**src/rtl/fetch_sequencer.sv**
```systemverilog
// fetch_sequencer
//   Control FSM that sequences the instruction fetch unit across one program
//   run. A start pulse clears the PC, the sequencer then waits out the
//   instruction-memory read latency, hands each fetched word to decode and
//   gates PC updates (stall / branch / jump) until the HALT instruction
//   retires. Cycle and retired-instruction counters are kept for readout.
//
//   Parameters
//     MEM_LAT  instr-memory read latency in cycles after a PC change (0..7)
//     CNT_W    width of cycle_cnt_o / instr_cnt_o
//
//   Ports
//     clk_i          clock, all state on rising edge
//     rst_ni         asynchronous active-low reset
//     start_i        pulse: begin a new program run (IDLE / DONE only)
//     halt_op_i      decoder: current instruction is HALT
//     stall_i        datapath hazard: hold PC this cycle
//     br_ctrl_i      decoder: conditional branch
//     jmp_ctrl_i     decoder: unconditional jump
//     zero_ctrl_i    ALU zero flag
//     pc_reset_o     to instr_fetch reset control
//     pc_en_o        PC write enable (advance this cycle)
//     take_br_o      branch/jump select to fetch mux
//     instr_valid_o  instruction word valid for decode this cycle
//     busy_o         run in progress
//     done_o         run finished; held until next start
//     cycle_cnt_o    cycles spent in WAIT+EXEC this run (saturating)
//     instr_cnt_o    instructions retired this run incl. HALT (saturating)
//
//   The control outputs are a same-cycle decode of state and inputs so the
//   fetch unit sees them with zero latency.
module fetch_sequencer #(
  parameter int unsigned MEM_LAT = 1,
  parameter int unsigned CNT_W   = 32
) (
  input  logic             clk_i,
  input  logic             rst_ni,
  input  logic             start_i,
  input  logic             halt_op_i,
  input  logic             stall_i,
  input  logic             br_ctrl_i,
  input  logic             jmp_ctrl_i,
  input  logic             zero_ctrl_i,
  output logic             pc_reset_o,
  output logic             pc_en_o,
  output logic             take_br_o,
  output logic             instr_valid_o,
  output logic             busy_o,
  output logic             done_o,
  output logic [CNT_W-1:0] cycle_cnt_o,
  output logic [CNT_W-1:0] instr_cnt_o
);

  typedef enum logic [2:0] {
    ST_IDLE  = 3'd0,
    ST_CLEAR = 3'd1,
    ST_WAIT  = 3'd2,
    ST_EXEC  = 3'd3,
    ST_DONE  = 3'd4
  } state_e;

  // wait_q holds the number of WAIT cycles still to go after the current one.
  // The first fetch after a PC clear pays the latency twice: once for the
  // cleared PC to reach the memory address port and once for the read itself,
  // which gives a run length of N*(1+MEM_LAT)+MEM_LAT cycles.
  localparam logic [3:0] STEP_WAIT  = (MEM_LAT > 0) ? 4'(MEM_LAT - 1)     : 4'd0;
  localparam logic [3:0] START_WAIT = (MEM_LAT > 0) ? 4'(2 * MEM_LAT - 1) : 4'd0;

  state_e           state_q, state_d;
  logic [3:0]       wait_q, wait_d;
  logic [CNT_W-1:0] cycle_q, cycle_d;
  logic [CNT_W-1:0] instr_q, instr_d;

  logic pc_reset_s, pc_en_s, take_br_s, instr_valid_s, busy_s, done_s;

  // Counter increment that sticks at all-ones instead of wrapping.
  function automatic logic [CNT_W-1:0] sat_inc(input logic [CNT_W-1:0] v);
    if (&v) begin
      return v;
    end else begin
      return v + CNT_W'(1);
    end
  endfunction

  // State, wait counter and run counters.
  always_ff @(posedge clk_i or negedge rst_ni) begin
    if (!rst_ni) begin
      state_q <= ST_IDLE;
      wait_q  <= 4'd0;
      cycle_q <= {CNT_W{1'b0}};
      instr_q <= {CNT_W{1'b0}};
    end else begin
      state_q <= state_d;
      wait_q  <= wait_d;
      cycle_q <= cycle_d;
      instr_q <= instr_d;
    end
  end

  // Next-state, counter updates and same-cycle control decode.
  always_comb begin
    state_d       = state_q;
    wait_d        = wait_q;
    cycle_d       = cycle_q;
    instr_d       = instr_q;
    pc_reset_s    = 1'b0;
    pc_en_s       = 1'b0;
    take_br_s     = 1'b0;
    instr_valid_s = 1'b0;
    busy_s        = 1'b0;
    done_s        = 1'b0;
    case (state_q)
      ST_IDLE: begin
        if (start_i) begin
          state_d = ST_CLEAR;
        end else begin
          state_d = ST_IDLE;
        end
      end
      ST_CLEAR: begin
        pc_reset_s = 1'b1;
        busy_s     = 1'b1;
        cycle_d    = {CNT_W{1'b0}};
        instr_d    = {CNT_W{1'b0}};
        if (MEM_LAT > 0) begin
          state_d = ST_WAIT;
          wait_d  = START_WAIT;
        end else begin
          state_d = ST_EXEC;
        end
      end
      ST_WAIT: begin
        busy_s  = 1'b1;
        cycle_d = sat_inc(cycle_q);
        if (wait_q == 4'd0) begin
          state_d = ST_EXEC;
        end else begin
          wait_d = wait_q - 4'd1;
        end
      end
      ST_EXEC: begin
        busy_s        = 1'b1;
        instr_valid_s = 1'b1;
        cycle_d       = sat_inc(cycle_q);
        // HALT wins over stall; a stall holds the PC with no new wait.
        if (halt_op_i) begin
          instr_d = sat_inc(instr_q);
          state_d = ST_DONE;
        end else if (stall_i) begin
          state_d = ST_EXEC;
        end else begin
          pc_en_s   = 1'b1;
          take_br_s = (br_ctrl_i & zero_ctrl_i) | jmp_ctrl_i;
          instr_d   = sat_inc(instr_q);
          if (MEM_LAT > 0) begin
            state_d = ST_WAIT;
            wait_d  = STEP_WAIT;
          end else begin
            state_d = ST_EXEC;
          end
        end
      end
      ST_DONE: begin
        done_s = 1'b1;
        if (start_i) begin
          state_d = ST_CLEAR;
        end else begin
          state_d = ST_DONE;
        end
      end
      default: begin
        state_d = ST_IDLE;
      end
    endcase
  end

  assign pc_reset_o    = pc_reset_s;
  assign pc_en_o       = pc_en_s;
  assign take_br_o     = take_br_s;
  assign instr_valid_o = instr_valid_s;
  assign busy_o        = busy_s;
  assign done_o        = done_s;
  assign cycle_cnt_o   = cycle_q;
  assign instr_cnt_o   = instr_q;

endmodule
```
**config.mk**
```make
export PLATFORM = sky130hd
export DESIGN_NAME = fetch_sequencer
export DESIGN_NICKNAME = d
export VERILOG_FILES = /design/src/rtl/fetch_sequencer.sv
export SDC_FILE = /design/constraint.sdc
export NUM_CORES = 1
export LEC_CHECK = 0
export BUFFER_PORTS_ARGS = -buffer_cell sky130_fd_sc_hd__buf_2
export CAP_MARGIN = 25
export CORE_MARGIN = 5
export CORE_UTILIZATION = 56
export DETAILED_ROUTE_END_ITERATION = 7
export PLACE_DENSITY = 0.78
export SETUP_SLACK_MARGIN = 0.4
export SLEW_MARGIN = 40
export SYNTH_ARGS = -nofsm -noshare
export SYNTH_HDL_FRONTEND = slang
export SYNTH_SLANG_ARGS = --single-unit
```
**constraint.sdc**
```tcl
create_clock -name clk_i -period 2.9 [get_ports clk_i]
set_input_delay 0.58 -clock clk_i [delete_from_list [all_inputs] [get_ports clk_i]]
set_output_delay 0.58 -clock clk_i [all_outputs]
set_load 0.01 [all_outputs]
```
==> results of run 1 <==
cells in the mapped netlist, types with 8 or more instances:
cell and number:
nand2_1 41, nor2_1 31, a31oi_1 16, a21oi_1 12, o211ai_1 8, o31ai_1 11
o21ai_0 40, nor4_1 9, a211o_1 15, dfrtp_1 71, and3_1 12, clkbuf_1 19
inv_1 21, nor3_1 27, nand4_1 18, nand3_1 26, and4_1 10
worst reg2reg max path: cells and delay by family (launching register included):
family / cells / cell delay (ps)
flops: 1 / 470
simple gates: 4 / 1530
compound gates: 1 / 240
through the flow:
stage | utilization (%) | cells | setup slack (ps)
floorplan | - | 487 | 582
global placement | 63.0 | 650 | 532
detailed placement | 63.0 | 650 | 408
CTS | 65.4 | 663 | 506
global route | 65.4 | 663 | 438
finish | 65.4 | 663 | 595
layout make-up:
| cell class | count | area, um2 |
|---|---|---|
| multi-input combinational | 365 | 2320 |
| tap | 102 | 128 |
| timing repair buffer | 90 | 495 |
| sequential | 71 | 1780 |
| clock inverter | 1 | 5.00 |
| fill | 631 | 2630 |
| clock buffer | 12 | 165 |
| inverter | 22 | 82.6 |
repair_timing:
action | 4_1_cts | 5_1_grt
pin swaps | 0 | 1
resized for setup | 2 | 3
endpoints found under the setup margin | 5 | 42
report_power, final:
part / switching, W / internal, W
combinational: 0.000780 / 0.000345
sequential: 0.000131 / 0.00107
clock: 0.000364 / 0.000366
layout by cell type (no fill, tap or decap), types with 15 or more instances in the layout:
master,synthesis,layout
inv_1,21,21
buf_2,4,77
nand4_1,18,18
dfrtp_1,71,70
nand2_1,41,40
nand3_1,26,26
nor3_1,27,27
o21ai_0,40,40
a31oi_1,16,16
a211o_1,15,15
nor2_1,31,31
flip-flops by register name (all words and copies together), names as in the netlist:
signal	cells
instr_cnt_o	32
wait_q	4
state_q	3
cycle_cnt_o	32
cell families (layout without fill, tap and decap cells):
family,Yosys count,after routing,share of synthesized area [%]
AOI/OAI and AO/OA,136,136,21.8
buffers and inverters,51,125,5.28
DFF,71,71,41.2
adders and majority gates,4,4,1.16
muxes,5,5,1.16
xor gates and xnor gates,1,1,0.203
and+or+nand+nor,219,219,29.2
worst paths after layout:
kind	start	slack, ps	end
worst max-delay path	cycle_cnt_o[14]$_DFFE_PN0P_	600	cycle_cnt_o[31]$_DFFE_PN0P_
worst min-delay path	rst_ni	250	instr_cnt_o[15]$_DFFE_PN0P_
worst max register to register	cycle_cnt_o[14]$_DFFE_PN0P_	600	cycle_cnt_o[31]$_DFFE_PN0P_
worst min register to register	instr_cnt_o[18]$_DFFE_PN0P_	510	instr_cnt_o[18]$_DFFE_PN0P_
max in group asynchronous	rst_ni	2320	state_q[1]$_DFFE_PN0P_
min in group clk_i	start_i	480	state_q[0]$_DFFE_PN0P_
layer usage:
metal  share of wire, %  track usage [%]
met2                 48             37.6
met1                 45             33.9
met5                  0                0
met4                1.7             8.95
met3                5.7             4.29
==> summary.md, run 1 <==
| Metric | Value |
|---|---|
| F_max | 434 MHz |
| Total gr overflow | 0 |
| WP data required | 3190 ps |
| DIE HEIGHT | 97.7 um |
| Die area | 0.00955 mm2 |
| First-pass GRT wire length | 19300 um |
| Max H-tree Level | 3 |
| Die Wd | 97.7 um |
| Skew-Pair Late Insertion Delay | 350 ps |
| Drt pass-1 iters | 5 |
| Syn_area_per_cell | 8.85 um2 |
| Starting DRC count in detailed routing | 339 |
| N_diodes | 0 |
| Synth warnings | 0 |
| Crit path cell chain | nand4_2 -> nor4_2 -> nand3_4 -> nand2_2 -> a221o_1 |
| Ys flop type | dfrtp_1 |
| Min Hold Slack | 249 ps |
| Cells after Synth | 487 |
| TritonCTS buffer count | 9 |
| Normalized max-slew margin | 59.8% |
| Endpoints failing hold | 0 |
| Max incr delay on CP | 560 ps |
| CTS tree | yes |
| Routed vias | 4262 |
| Worst Hold Class | input pin to async pin |
| Top cell type by total area after synthesis | dfrtp_1 |
| Setup bufs post-CTS | 0 |
| Final instance area | 0.00497 mm2 |
| Final critical-path required period | 2300 ps |
| CTS Hold Bufs | 0 |
| Via density | 6.43 |
| Yosys cell types | 56 |
| Nets@finish | 571 |
| Pwr/cell area | 615 mW/mm2 |
| Crit end category | flop |
| Async SR Flop Fraction | 100% |
| Share of cells above drive strength 1 | 22.6% |
| Boundary Pins | 78 |
| Post-synthesis sequential area ratio | 41.2% |
| Routability cong. | 0.870 |
| CP Max Fanout | 19 |
| Syn-to-layout area delta | 15.4% |
| Syn nets | 499 |
| Worst Skew | 8.55 ps |
| Period utilization | 79.5% |
| Cells on worst reg2reg path | 5 |
| Leakage power | 2.38 nW |
| TNS Setup | 0 ps |
| CP top delay family | simple AND/OR/NAND/NOR gates |
| Post-synth EDFFs | 0 |
| Worst-Margin Slew | 597 ps |
| CTS Root Cell | clkbuf_8 |
| Netlist Area Pre-Place | 0.00431 mm2 |
| FF+latch count, synth | 71 |
| Final Power | 0.00306 W |
| Antenna violations before repair | 0 |
| Fin. max-slew vios | 0 |
| Port buffer count | 77 |
| Vias in the first global route | 3950 |
| Drt wl/cell | 17.5 um |
| Clock transition at path regs | 70 ps |
| Remaining DRCs | 0 |
| Core footprint | 0.00761 mm2 |
| Critical path buffer and inverter count | 0 |
| RSZ-0062 raised after global routing | no |
| Overall global routing resource usage | 24.2% |
| Dpl hpwl | 7910 um |
| Largest cells by area after synthesis | dfrtp_1, o21ai_0, nand2_1 |
| Share of the synthesized area in the top cell type | 41.2% |
| Largest net degree at the start of global routing | 72 |
| Placed cell area | 0.00479 mm2 |
| Element type at the critical path start | flop |
| Starting Density | 56.7% |
| Crit path DAT | 2590 ps |
| Stages on worst setup path | 5 |
| VDD IR-drop max | 0.565 mV |
| WS Path Type | flop to flop |
| Antenna violation net count after detailed routing | 0 |
| Final wirelength | 11600 um |
| Critical Path Slowest Stage Cell | nor4_2 |
| Bufs on Longest Clock Path | 2 |
| Outcome | finished clean |
| Final setup viols | 0 |
| Sinks on Clock Net | 71 |
| Max-cap violations | 0 |
| Site Rows | 32 |
(Power assumes the default switching activity.)
==> run 2: changes to the inputs <==
Settings changed: ABC_AREA set to 1, CORE_UTILIZATION 56 to 52, PLACE_DENSITY 0.78 to 0.75.
Clock period 2.9 ns to 2 ns, I/O delays scaled along.
==> summary.md, run 2 <==
| Metric | Value |
|---|---|
| Outcome | finished, violations left |
| Failing checks | hold timing |
| Largest cells by area after synthesis | dfrtp_1, nand2_1, nor2_1 |
| CTS Root Cell | clkbuf_8 |
| Final wirelength | 15600 um |
| RSZ-0062 raised after global routing | yes |
| GR Util met3 | 5.32% |
| Max H-tree Level | 3 |
| Syn-to-layout area delta | 37.8% |
| Share of the synthesized area in the top cell type | 37.6% |
| Crit end category | flop |
| Antenna violations before repair | 0 |
| Worst Skew | 15.7 ps |
| TritonCTS buffer count | 9 |
| Reg2reg end | instr_cnt_o[16]$_DFFE_PN0P_ |
| Die Wd | 105 um |
| DIE HEIGHT | 105 um |
| Skew-Pair Late Insertion Delay | 370 ps |
| Synth warnings | 0 |
| Top cell type by total area after synthesis | dfrtp_1 |
| Worst-Margin Slew | 525 ps |
| F_max | 555 MHz |
| Most common cell in the synthesized netlist | nand2_1 |
| Most frequent cells in the layout | nand2_1, nor2_1, buf_2 |
| Post-synth top cells | nand2_1, nor2_1, dfrtp_1 |
| Post-synth EDFFs | 0 |
| Final Power | 0.00559 W |
| Site Rows | 34 |
| Routability cong. | 0.939 |
| Nets@finish | 849 |
| Most common cell after layout, fill and taps aside | nand2_1 |
| First-pass GRT wire length | 23600 um |
| Max-cap violations | 0 |
| Period utilization | 90.1% |
| Crit path cell chain | buf_6 -> nand2_8 -> nor2_4 -> buf_6 -> a31oi_4 -> buf_6 -> nand3_4 -> buf_12 -> clkbuf_16 -> o21ai_2 |
| Clock transition at path regs | 90 ps |
| CP Max Fanout | 7 |
| Crit path DAT | 2090 ps |
| Total gr overflow | 0 |
| Syn nets | 707 |
| Reg2reg start | state_q[1]$_DFFE_PN0P_ |
| TNS Setup | 0 ps |
| Met2 global-route usage | 43.6% |
| Starting DRC count in detailed routing | 469 |
| Fill count | 621 |
| Antenna violation net count after detailed routing | 0 |
| Min setup slack post-route | 198 ps |
| Leakage power | 2.89 nW |
| Worst Hold Class | input pin to async pin |
| Drt wl/cell | 16.4 um |
| Vias in the first global route | 4992 |
| Core footprint | 0.00881 mm2 |
| VDD IR-drop max | 0.558 mV |
| Largest net degree at the start of global routing | 36 |
| Netlist Area Pre-Place | 0.00472 mm2 |
| Max incr delay on CP | 460 ps |
| WP data required | 2290 ps |
| CTS tree | yes |
| N_diodes | 0 |
| Pre-CTS setup slack | 221 ps |
| Starting Density | 53.6% |
| Final instance area | 0.00651 mm2 |
| Async SR Flop Fraction | 100% |
| Endpoints failing hold | 7 |
| Remaining DRCs | 0 |
| Placed cell area | 0.00527 mm2 |
| Normalized max-slew margin | 65.0% |
| Post-synthesis sequential area ratio | 37.6% |
| Share of cells above drive strength 1 | 37.3% |
| Port buffer count | 77 |
| Sinks on Clock Net | 71 |
| Bufs on Longest Clock Path | 2 |
| R2R Setup Slk | 200 ps |
| Die area | 0.0111 mm2 |
| Drt pass-1 iters | 6 |
| Pwr/cell area | 859 mW/mm2 |
| CP most frequent cell | buf_6 |
| Dpl hpwl | 9300 um |
| GRT busiest layer | met2 |
| Critical Path Slowest Stage Cell | dfrtp_2 |
| Final critical-path required period | 1800 ps |
| Cells after Synth | 695 |
| Min Hold Slack | -3.86 ps |
| WS Path Type | flop to flop |
| Routed vias | 5316 |
| Boundary Pins | 78 |
| CTS Hold Bufs | 0 |
| Overall global routing resource usage | 26.1% |
| Via density | 5.60 |
| Yosys cell types | 37 |
| Ys flop type | dfrtp_1 |
| Final setup viols | 0 |
| Cells on worst reg2reg path | 10 |
| FF+latch count, synth | 71 |
| Element type at the critical path start | flop |
| Syn_area_per_cell | 6.79 um2 |
| Fin. max-slew vios | 0 |
| Grt met1 use | 32.3% |
==> run 2: cell count changes after synthesis, sizes merged, moves of 14 or more <==
cell | previous run | this run
o31ai | 17 | 0
nor2 | 31 | 113
nand4 | 21 | 2
nand3 | 27 | 60
a211o | 15 | 0
clkbuf | 20 | 0
nor4 | 16 | 1
nor3 | 27 | 3
inv | 21 | 67
nand2 | 42 | 263
a31oi | 16 | 2
xnor2 | 1 | 19
==> run 2: worst max path at each step <==
stage | start | slack (ps) | to
floorplan | instr_cnt_o[0]$_DFFE_PN0P_ | 400 | instr_cnt_o[13]$_DFFE_PN0P_
global placement | cycle_cnt_o[0]$_DFFE_PN0P_ | 270 | cycle_cnt_o[24]$_DFFE_PN0P_
global route | state_q[1]$_DFFE_PN0P_ | 170 | instr_cnt_o[16]$_DFFE_PN0P_
CTS | state_q[2]$_DFFE_PN0P_ | 250 | take_br_o
detailed placement | cycle_cnt_o[0]$_DFFE_PN0P_ | 220 | cycle_cnt_o[20]$_DFFE_PN0P_
finish | state_q[1]$_DFFE_PN0P_ | 200 | instr_cnt_o[16]$_DFFE_PN0P_
==> run 2: final cells by class <==
class | instances | area, um2 | area share (%)
tap | 108 | 135 | 2.08
timing repair buffer | 142 | 1110 | 17.1
inverter | 67 | 262 | 4.02
clock buffer | 9 | 124 | 1.90
sequential | 71 | 1820 | 28.0
clock inverter | 7 | 78.8 | 1.21
multi-input combinational | 546 | 2970 | 45.6
==> run 2: where the power goes <==
part	switching [W]	internal [W]
sequential	0.000111	0.00155
combinational	0.00147	0.00121
clock	0.000660	0.000589
==> run 2: logic make-up (layout without fill, tap and decap cells) <==
| group | after synthesis | after routing | synth area share [%] |
|---|---|---|---|
| AND/OR/NAND/NOR | 446 | 446 | 39.8 |
| buffers and inverters | 78 | 225 | 7.47 |
| flip-flops | 71 | 71 | 37.6 |
| AO/OA/AOI/OAI | 65 | 65 | 8.27 |
| XOR/XNOR | 31 | 31 | 5.75 |
| adder cells (fa/ha/maj) | 4 | 4 | 1.06 |
==> run 2: critical path: cells and delay by family, from the launching register on <==
family | cells | cell delay [ps]
buffers and inverters | 5 | 730
AOI/OAI and AO/OA | 2 | 330
and+or+nand+nor | 3 | 200
DFF | 1 | 460
==> run 2: layer usage <==
| metal | up-vias | share of wire [%] |
|---|---|---|
| met2 | 278 | 50 |
| met3 | 47 | 7.4 |
| li1 | 2472 | - |
| met5 | - | 0 |
| met4 | 0 | 3.3 |
| met1 | 2519 | 40 |
==> run 2: what timing repair did <==
| item | in CTS | in global routing |
|---|---|---|
| pin swaps | 9 | 26 |
| cloned | 6 | 2 |
| endpoints found under the setup margin | 72 | 74 |
| hold endpoints to repair | 0 | 0 |
| gates resized for setup | 39 | 143 |
| setup buffers | 26 | 21 |
==> run 2: stage by stage <==
stage                     instances  util, %
after floorplan                 695        -
after CTS                       927     67.5
after global placement          879     59.9
after detailed placement        879     59.9
final                           950     73.9
after global routing            950     73.9
